==> config.mk <==
export PLATFORM = sky130hd
export DESIGN_NAME = dram_arbiter_flat
export DESIGN_NICKNAME = d
export VERILOG_FILES = /design/src/rtl/dram_arbiter_if.sv /design/src/rtl/dram_arbiter.sv /design/src/flat_wrapper.sv
export SDC_FILE = /design/constraint.sdc
export NUM_CORES = 1
export LEC_CHECK = 0
export CAP_MARGIN = 20
export CORE_AREA = 2 2 143 145
export CTS_CLUSTER_SIZE = 40
export DETAILED_ROUTE_END_ITERATION = 10
export DIE_AREA = 0 0 145 147
export GPL_ROUTABILITY_DRIVEN = 0
export PLACE_DENSITY = 0.68
export SETUP_SLACK_MARGIN = 0.2
export SYNTH_ARGS = -nofsm -noshare
export SYNTH_HDL_FRONTEND = slang
export SYNTH_SLANG_ARGS = --single-unit
==> constraint.sdc <==
create_clock -name clk -period 7.25 [get_ports clk]
set_input_delay 0.725 -clock clk [delete_from_list [all_inputs] [get_ports clk]]
set_output_delay 0.725 -clock clk [all_outputs]
set_load 0.1 [all_outputs]
==> src/rtl/dram_arbiter_if.sv <==
// Bus bundle between the requesters, the arbiter and the DRAM controller.
// slave  : the arbiter's view (requests and controller responses in, grants and commands out).
// master : the requester/controller side that drives requests and controller responses.
interface dram_arbiter_if #(
    parameter int NUM_REQ = 4
);
    logic [NUM_REQ-1:0]    req_valid;
    logic [NUM_REQ-1:0]    req_rw;
    logic [23*NUM_REQ-1:0] req_addr;
    logic [32*NUM_REQ-1:0] req_data;
    logic [NUM_REQ-1:0]    req_ready;
    logic [NUM_REQ-1:0]    rsp_valid;
    logic [31:0]           rsp_data;
    logic [22:0]           mem_addr;
    logic                  mem_rw;
    logic [31:0]           mem_wdata;
    logic                  mem_in_valid;
    logic                  mem_busy;
    logic [31:0]           mem_rdata;
    logic                  mem_out_valid;
    logic                  err_orphan;

    modport slave (
        input  req_valid, req_rw, req_addr, req_data,
        input  mem_busy, mem_rdata, mem_out_valid,
        output req_ready, rsp_valid, rsp_data,
        output mem_addr, mem_rw, mem_wdata, mem_in_valid, err_orphan
    );

    modport master (
        output req_valid, req_rw, req_addr, req_data,
        output mem_busy, mem_rdata, mem_out_valid,
        input  req_ready, rsp_valid, rsp_data,
        input  mem_addr, mem_rw, mem_wdata, mem_in_valid, err_orphan
    );
endinterface

==> src/rtl/dram_arbiter.sv <==
// Round-robin arbiter sharing one DRAM controller between NUM_REQ requesters.
// Reads are tagged with the requester index in an in-order FIFO so returning
// controller data can be routed back to the requester that asked for it.
// Ports: clk, rst (synchronous, active-high), bus (dram_arbiter_if.slave) carrying
// requester handshake, controller command/response and the sticky err_orphan flag.
//
// state  | meaning
// IDLE   | may grant one eligible requester when the controller is not busy
// ISSUE  | command registered onto the controller, mem_in_valid high
// SETTLE | waits out the controller's one-cycle busy latency
module dram_arbiter #(
    parameter int NUM_REQ   = 4,
    parameter int TAG_DEPTH = 4
) (
    input  logic           clk,
    input  logic           rst,
    dram_arbiter_if.slave  bus
);
    localparam int IDXW = (NUM_REQ > 1) ? $clog2(NUM_REQ) : 1;
    localparam int PW   = $clog2(TAG_DEPTH);

    typedef enum logic [1:0] {IDLE, ISSUE, SETTLE} state_t;

    state_t              state_q;
    logic [IDXW-1:0]     last_q;
    logic [IDXW-1:0]     tag_q [TAG_DEPTH];
    logic [PW-1:0]       wr_ptr_q, rd_ptr_q;
    logic [PW:0]         count_q, count_d;
    logic [22:0]         mem_addr_q;
    logic                mem_rw_q;
    logic [31:0]         mem_wdata_q;
    logic                mem_in_valid_q;
    logic [NUM_REQ-1:0]  rsp_valid_q;
    logic [31:0]         rsp_data_q;
    logic                err_orphan_q;

    logic [NUM_REQ-1:0]  eligible, grant_oh, pop_oh;
    logic [IDXW-1:0]     winner, cand;
    logic                found, grant, push, pop;

    // Reads need a free tag slot; a pop in the same cycle does not free one early.
    always_comb begin
        eligible = '0;
        for (int i = 0; i < NUM_REQ; i++) begin
            eligible[i] = bus.req_valid[i] &
                          (bus.req_rw[i] | (count_q < (PW+1)'(TAG_DEPTH)));
        end
    end

    // Round-robin search starting one past the previous winner.
    always_comb begin
        winner = '0;
        found  = 1'b0;
        cand   = last_q;
        for (int k = 0; k < NUM_REQ; k++) begin
            cand = (cand == IDXW'(NUM_REQ-1)) ? '0 : cand + 1'b1;
            if (!found && eligible[cand]) begin
                found  = 1'b1;
                winner = cand;
            end
        end
    end

    assign grant = (state_q == IDLE) & ~bus.mem_busy & found & ~rst;
    assign push  = grant & ~bus.req_rw[winner];
    assign pop   = bus.mem_out_valid & (count_q != '0);

    always_comb begin
        grant_oh = '0;
        pop_oh   = '0;
        for (int i = 0; i < NUM_REQ; i++) begin
            grant_oh[i] = grant & (winner == IDXW'(i));
            pop_oh[i]   = (tag_q[rd_ptr_q] == IDXW'(i));
        end
    end

    always_comb begin
        count_d = count_q;
        if (push && !pop)
            count_d = count_q + 1'b1;
        else if (pop && !push)
            count_d = count_q - 1'b1;
    end

    always_ff @(posedge clk) begin
        if (rst) begin
            state_q        <= IDLE;
            last_q         <= IDXW'(NUM_REQ-1);
            wr_ptr_q       <= '0;
            rd_ptr_q       <= '0;
            count_q        <= '0;
            mem_addr_q     <= '0;
            mem_rw_q       <= 1'b0;
            mem_wdata_q    <= '0;
            mem_in_valid_q <= 1'b0;
            rsp_valid_q    <= '0;
            rsp_data_q     <= '0;
            err_orphan_q   <= 1'b0;
        end else begin
            mem_in_valid_q <= grant;
            case (state_q)
                IDLE: begin
                    if (grant) begin
                        state_q     <= ISSUE;
                        last_q      <= winner;
                        mem_addr_q  <= bus.req_addr[int'(winner)*23 +: 23];
                        mem_rw_q    <= bus.req_rw[winner];
                        mem_wdata_q <= bus.req_data[int'(winner)*32 +: 32];
                    end
                end
                ISSUE:   state_q <= SETTLE;
                SETTLE:  state_q <= IDLE;
                default: state_q <= IDLE;
            endcase

            if (push) begin
                tag_q[wr_ptr_q] <= winner;
                wr_ptr_q        <= wr_ptr_q + 1'b1;
            end
            if (pop) begin
                rd_ptr_q    <= rd_ptr_q + 1'b1;
                rsp_valid_q <= pop_oh;
                rsp_data_q  <= bus.mem_rdata;
            end else begin
                rsp_valid_q <= '0;
            end
            if (bus.mem_out_valid && count_q == '0)
                err_orphan_q <= 1'b1;
            count_q <= count_d;
        end
    end

    assign bus.req_ready    = grant_oh;
    assign bus.rsp_valid    = rsp_valid_q;
    assign bus.rsp_data     = rsp_data_q;
    assign bus.mem_addr     = mem_addr_q;
    assign bus.mem_rw       = mem_rw_q;
    assign bus.mem_wdata    = mem_wdata_q;
    assign bus.mem_in_valid = mem_in_valid_q;
    assign bus.err_orphan   = err_orphan_q;
endmodule

==> src/flat_wrapper.sv <==
// flat-port wrapper written by rule: the top's interface ports become plain ports
module dram_arbiter_flat 
#(
    parameter int NUM_REQ   = 4,
    parameter int TAG_DEPTH = 4
)
  (clk, rst, bus_req_valid, bus_req_rw, bus_req_addr, bus_req_data, bus_mem_busy, bus_mem_rdata, bus_mem_out_valid, bus_req_ready, bus_rsp_valid, bus_rsp_data, bus_mem_addr, bus_mem_rw, bus_mem_wdata, bus_mem_in_valid, bus_err_orphan);
  dram_arbiter_if #(.NUM_REQ(NUM_REQ)) bus_i ();
  input  logic clk;
  input  logic rst;
  input wire logic [$bits(bus_i.req_valid)-1:0] bus_req_valid;
  input wire logic [$bits(bus_i.req_rw)-1:0] bus_req_rw;
  input wire logic [$bits(bus_i.req_addr)-1:0] bus_req_addr;
  input wire logic [$bits(bus_i.req_data)-1:0] bus_req_data;
  input wire logic [$bits(bus_i.mem_busy)-1:0] bus_mem_busy;
  input wire logic [$bits(bus_i.mem_rdata)-1:0] bus_mem_rdata;
  input wire logic [$bits(bus_i.mem_out_valid)-1:0] bus_mem_out_valid;
  output wire logic [$bits(bus_i.req_ready)-1:0] bus_req_ready;
  output wire logic [$bits(bus_i.rsp_valid)-1:0] bus_rsp_valid;
  output wire logic [$bits(bus_i.rsp_data)-1:0] bus_rsp_data;
  output wire logic [$bits(bus_i.mem_addr)-1:0] bus_mem_addr;
  output wire logic [$bits(bus_i.mem_rw)-1:0] bus_mem_rw;
  output wire logic [$bits(bus_i.mem_wdata)-1:0] bus_mem_wdata;
  output wire logic [$bits(bus_i.mem_in_valid)-1:0] bus_mem_in_valid;
  output wire logic [$bits(bus_i.err_orphan)-1:0] bus_err_orphan;
  assign bus_i.req_valid = bus_req_valid;
  assign bus_i.req_rw = bus_req_rw;
  assign bus_i.req_addr = bus_req_addr;
  assign bus_i.req_data = bus_req_data;
  assign bus_i.mem_busy = bus_mem_busy;
  assign bus_i.mem_rdata = bus_mem_rdata;
  assign bus_i.mem_out_valid = bus_mem_out_valid;
  assign bus_req_ready = bus_i.req_ready;
  assign bus_rsp_valid = bus_i.rsp_valid;
  assign bus_rsp_data = bus_i.rsp_data;
  assign bus_mem_addr = bus_i.mem_addr;
  assign bus_mem_rw = bus_i.mem_rw;
  assign bus_mem_wdata = bus_i.mem_wdata;
  assign bus_mem_in_valid = bus_i.mem_in_valid;
  assign bus_err_orphan = bus_i.err_orphan;
  dram_arbiter #(.NUM_REQ(NUM_REQ), .TAG_DEPTH(TAG_DEPTH)) u_core (.clk(clk), .rst(rst), .bus(bus_i));
endmodule
==> reports/qor.csv <==
stage,metric,value,unit
worst_hold_path,HP Start,u_core.state_q[1]$_SDFFE_PP0P_,
yosys,post-synthesis xor/xnor area fraction,0.594,%
finish,Layout Area Growth over Synthesis,74.3,%
cts,CTS buffer count,17,
job,maxcap violations,0,
floorplanning,I/O pin total,362,
cts,CTS sink count,115,
sta,maximum clock frequency,208,MHz
setup_path,Critical Path AT,4.09,ns
finish,share of layout cells above drive strength 1,16.0,%
yosys,largest family of logic cells by synthesized area,compound AO/OA/AOI/OAI gates,
yosys,Synth area leader,dfxtp_1,
grt,initial antenna violation count,0,
floorplanning,die width,145,µm
yosys,synth unique cells,54,
yosys,area fraction of the dominant cell type after synthesis,36.3,%
sta,min Tclk post-route,4.82,ns
finish,Layout fillers,1860,
routing,ANT nets after route,0,
cts,Worst-path clk slew,0.05,ns
finish,Multi-input gate area,3240,µm²
routing,drt drc,0,
yosys,synthesized area,5900,µm²
routing,met1 wire length,9390,µm
routing,routed len/inst,18.6,µm
sta,"Hold Vio Cnt, Final",0,
sta,crit share post-route,66.5,%
yosys,register area share after synthesis,40.4,%
routing,highest routed layer,met4,
power,overall power,3150,µW
grt,first-pass GRT wire length,35100,µm
power,VDD IR-drop max,0.000143,V
cts,Post-CTS Setup Repair Bufs,0,
yosys,"Async S/R FF share, synth",0,%
sta,setup TNS,0,ns
grt,grt ovf,0,
finish,register area,2380,µm²
grt,largest net degree at the start of global routing,59,
cts,"Hold-fix buffers, CTS",0,
sta,Setup Viol. Count Final,0,
power,P per Cell Area,306,nW/µm²
setup_path,FF-to-FF setup slack,3.86,ns
cts,Root Driver,clkbuf_16,
status,status,"complete, no violations",
placed_design,post-DP HPWL,17000,µm
finish,fin util,51.8,%
setup_path,capture point of the worst reg-to-reg path,u_core.count_q[2]$_SDFFE_PP0P_,
cts,H-tree lvl count,4,
setup_path,worst path required time,6.52,ns
sta,hold_ws,0.412,ns
routing,via count,6185,
worst_hold_path,hold-critical path depth,1,
finish,nets@finish,1212,
yosys,synthesized net count,875,
routing,DR vias/cell,5.05,
yosys,Post-synth top cells,"107 x dfxtp_1, 76 x nand2_1, 68 x nor2_1",
worst_hold_path,worst hold path type,register to register,
setup_path,CP startpoint kind,input port,
cts,post-CTS sizing,0,
yosys,Syn Area/Cell,9.77,µm²
finish,Diodes inserted,0,
yosys,"EDFF count, synth",8,
routing,WL met2,10800,µm
floorplanning,starting density of the core,29.7,%
sta,unrepaired setup endpoints after global routing,false,
power,Static Leakage,0.00348,µW
yosys,Synth Area in Adders,1.61,%
yosys,Cells after Synth,604,
routing,drt total wl,22800,µm
floorplanning,Die Y,147,µm
sta,Final Skew,0.00787,ns
yosys,Yosys reg bits,115,
setup_path,Critical Path End Type,output port,
setup_path,CP Class,input port to output port,
yosys,Synth area leaders,"dfxtp_1 36%, a211oi_2 11%, a22oi_2 11%, a221oi_1 8.2%, nand2_1 4.8%",
sta,worst slew pin tran,1.11,ns
cts,CTS tree,yes,
grt,vias in the first global route,6120,
sta,Slew HR,25.6,%
setup_path,Reg-to-Reg Start,u_core.last_q[0]$_SDFFE_PP1P_,
grt,GRT Overall Usage,21.1,%
yosys,Synth Flop Type,dfxtp_1,
worst_hold_path,Min-Delay Endpoint,u_core.state_q[1]$_SDFFE_PP0P_,
yosys,Simple-Gate Fraction of Synth Area,13.1,%
floorplanning,die area,21300,µm²
placed_design,PortBufs,361,
routing,Detailed Route Iter0 Violations,273,
setup_path,CP max FO,49,
yosys,Yosys warnings,0,
floorplanning,row count,52,
yosys,mux share of post-synthesis cell area,0.933,%
yosys,compound-gate portion of the synthesized area,38.3,%
setup_path,depth of the worst register-to-register path,11,
floorplanning,core area,19800,µm²
routing,First-pass DRT Iterations,5,
cts,CTS Buffer Depth,2,
sta,Max Transition Viols Final,0,
routing,DR WL met3,1920,µm
yosys,most common cell in the netlist,dfxtp_1,
cts,"Clk Latency, worst-skew pair",0.41,ns
==> placed cells by master, fill, tap and decap left out, drive strengths merged, types with 6 or more instances in the layout <==
cell / instances
and3: 7
inv: 10
ha: 6
a21oi: 41
a211oi: 57
a22oi: 57
buf: 11
a221oi: 55
clkinv: 6
dfxtp: 107
clkbuf: 21
edfxtp: 8
nand2: 76
clkdlybuf4s50: 360
nor2: 68
==> power breakdown <==
group,total (µW),leakage (µW),switching [µW],internal (µW)
clock,844,0.000289,307,537
combinational,1500,0.00224,1040,467
sequential,799,0.000949,57.9,741
==> per-layer routing <==
metal  GRT usage (%)  vias to the layer above
li1                -                     2970
met1            25.5                     2858
met2            35.1                      317
met3            6.68                       40
met4            8.27                        0
met5               0                        -
==> critical path: stages <==
cell and delay (ns):
buf_4 0.30, or4_1 0.54, o21bai_4 0.19, inv_2 0.24, buf_4 0.53, and2_1 0.22, nor2b_1 0.13, clkdlybuf4s50_1 1.14
==> flip-flops by register name (all words and copies together), names as in the netlist, 3 cells and up, named ones only <==
name,count
u_core.bus.mem_addr,23
u_core.bus.mem_wdata,32
u_core.bus.rsp_data,32
u_core.bus.rsp_valid,4
u_core.count_q,3
u_core.tag_q,8
==> area by class of cell <==
cell class	instances	area share (%)
clock buffer	21	4.59
clock inverter	11	1.22
inverter	9	0.329
multi-input combinational	427	31.6
sequential	115	23.2
tap	270	3.29
timing repair buffer	371	35.9
==> how the worst max path moves through the flow <==
stage,slack (ns),startpoint,end
floorplan,3.38,bus_req_rw[2],bus_req_ready[1]
global placement,2.41,rst,bus_req_ready[1]
detailed placement,2.40,rst,bus_req_ready[1]
CTS,2.39,rst,bus_req_ready[1]
global route,2.26,rst,bus_req_ready[1]
finish,2.43,rst,bus_req_ready[1]
==> metrics by stage <==
stage	setup slack [ns]	instances	cell area [µm²]
final	2.43	1224	10300
after global routing	2.26	1224	10300
after CTS	2.39	1224	10300
after detailed placement	2.40	1192	9680
after global placement	2.41	1192	9680
after floorplan	3.38	604	5900
==> cells by family after synthesis <==
family | Yosys count
fa+ha+maj | 7
xor+xnor | 4
mux | 3
compound gates | 236
buf+inv | 62
simple gates | 177
flops | 115
No activity file was read; power rests on OpenSTA's default activity.
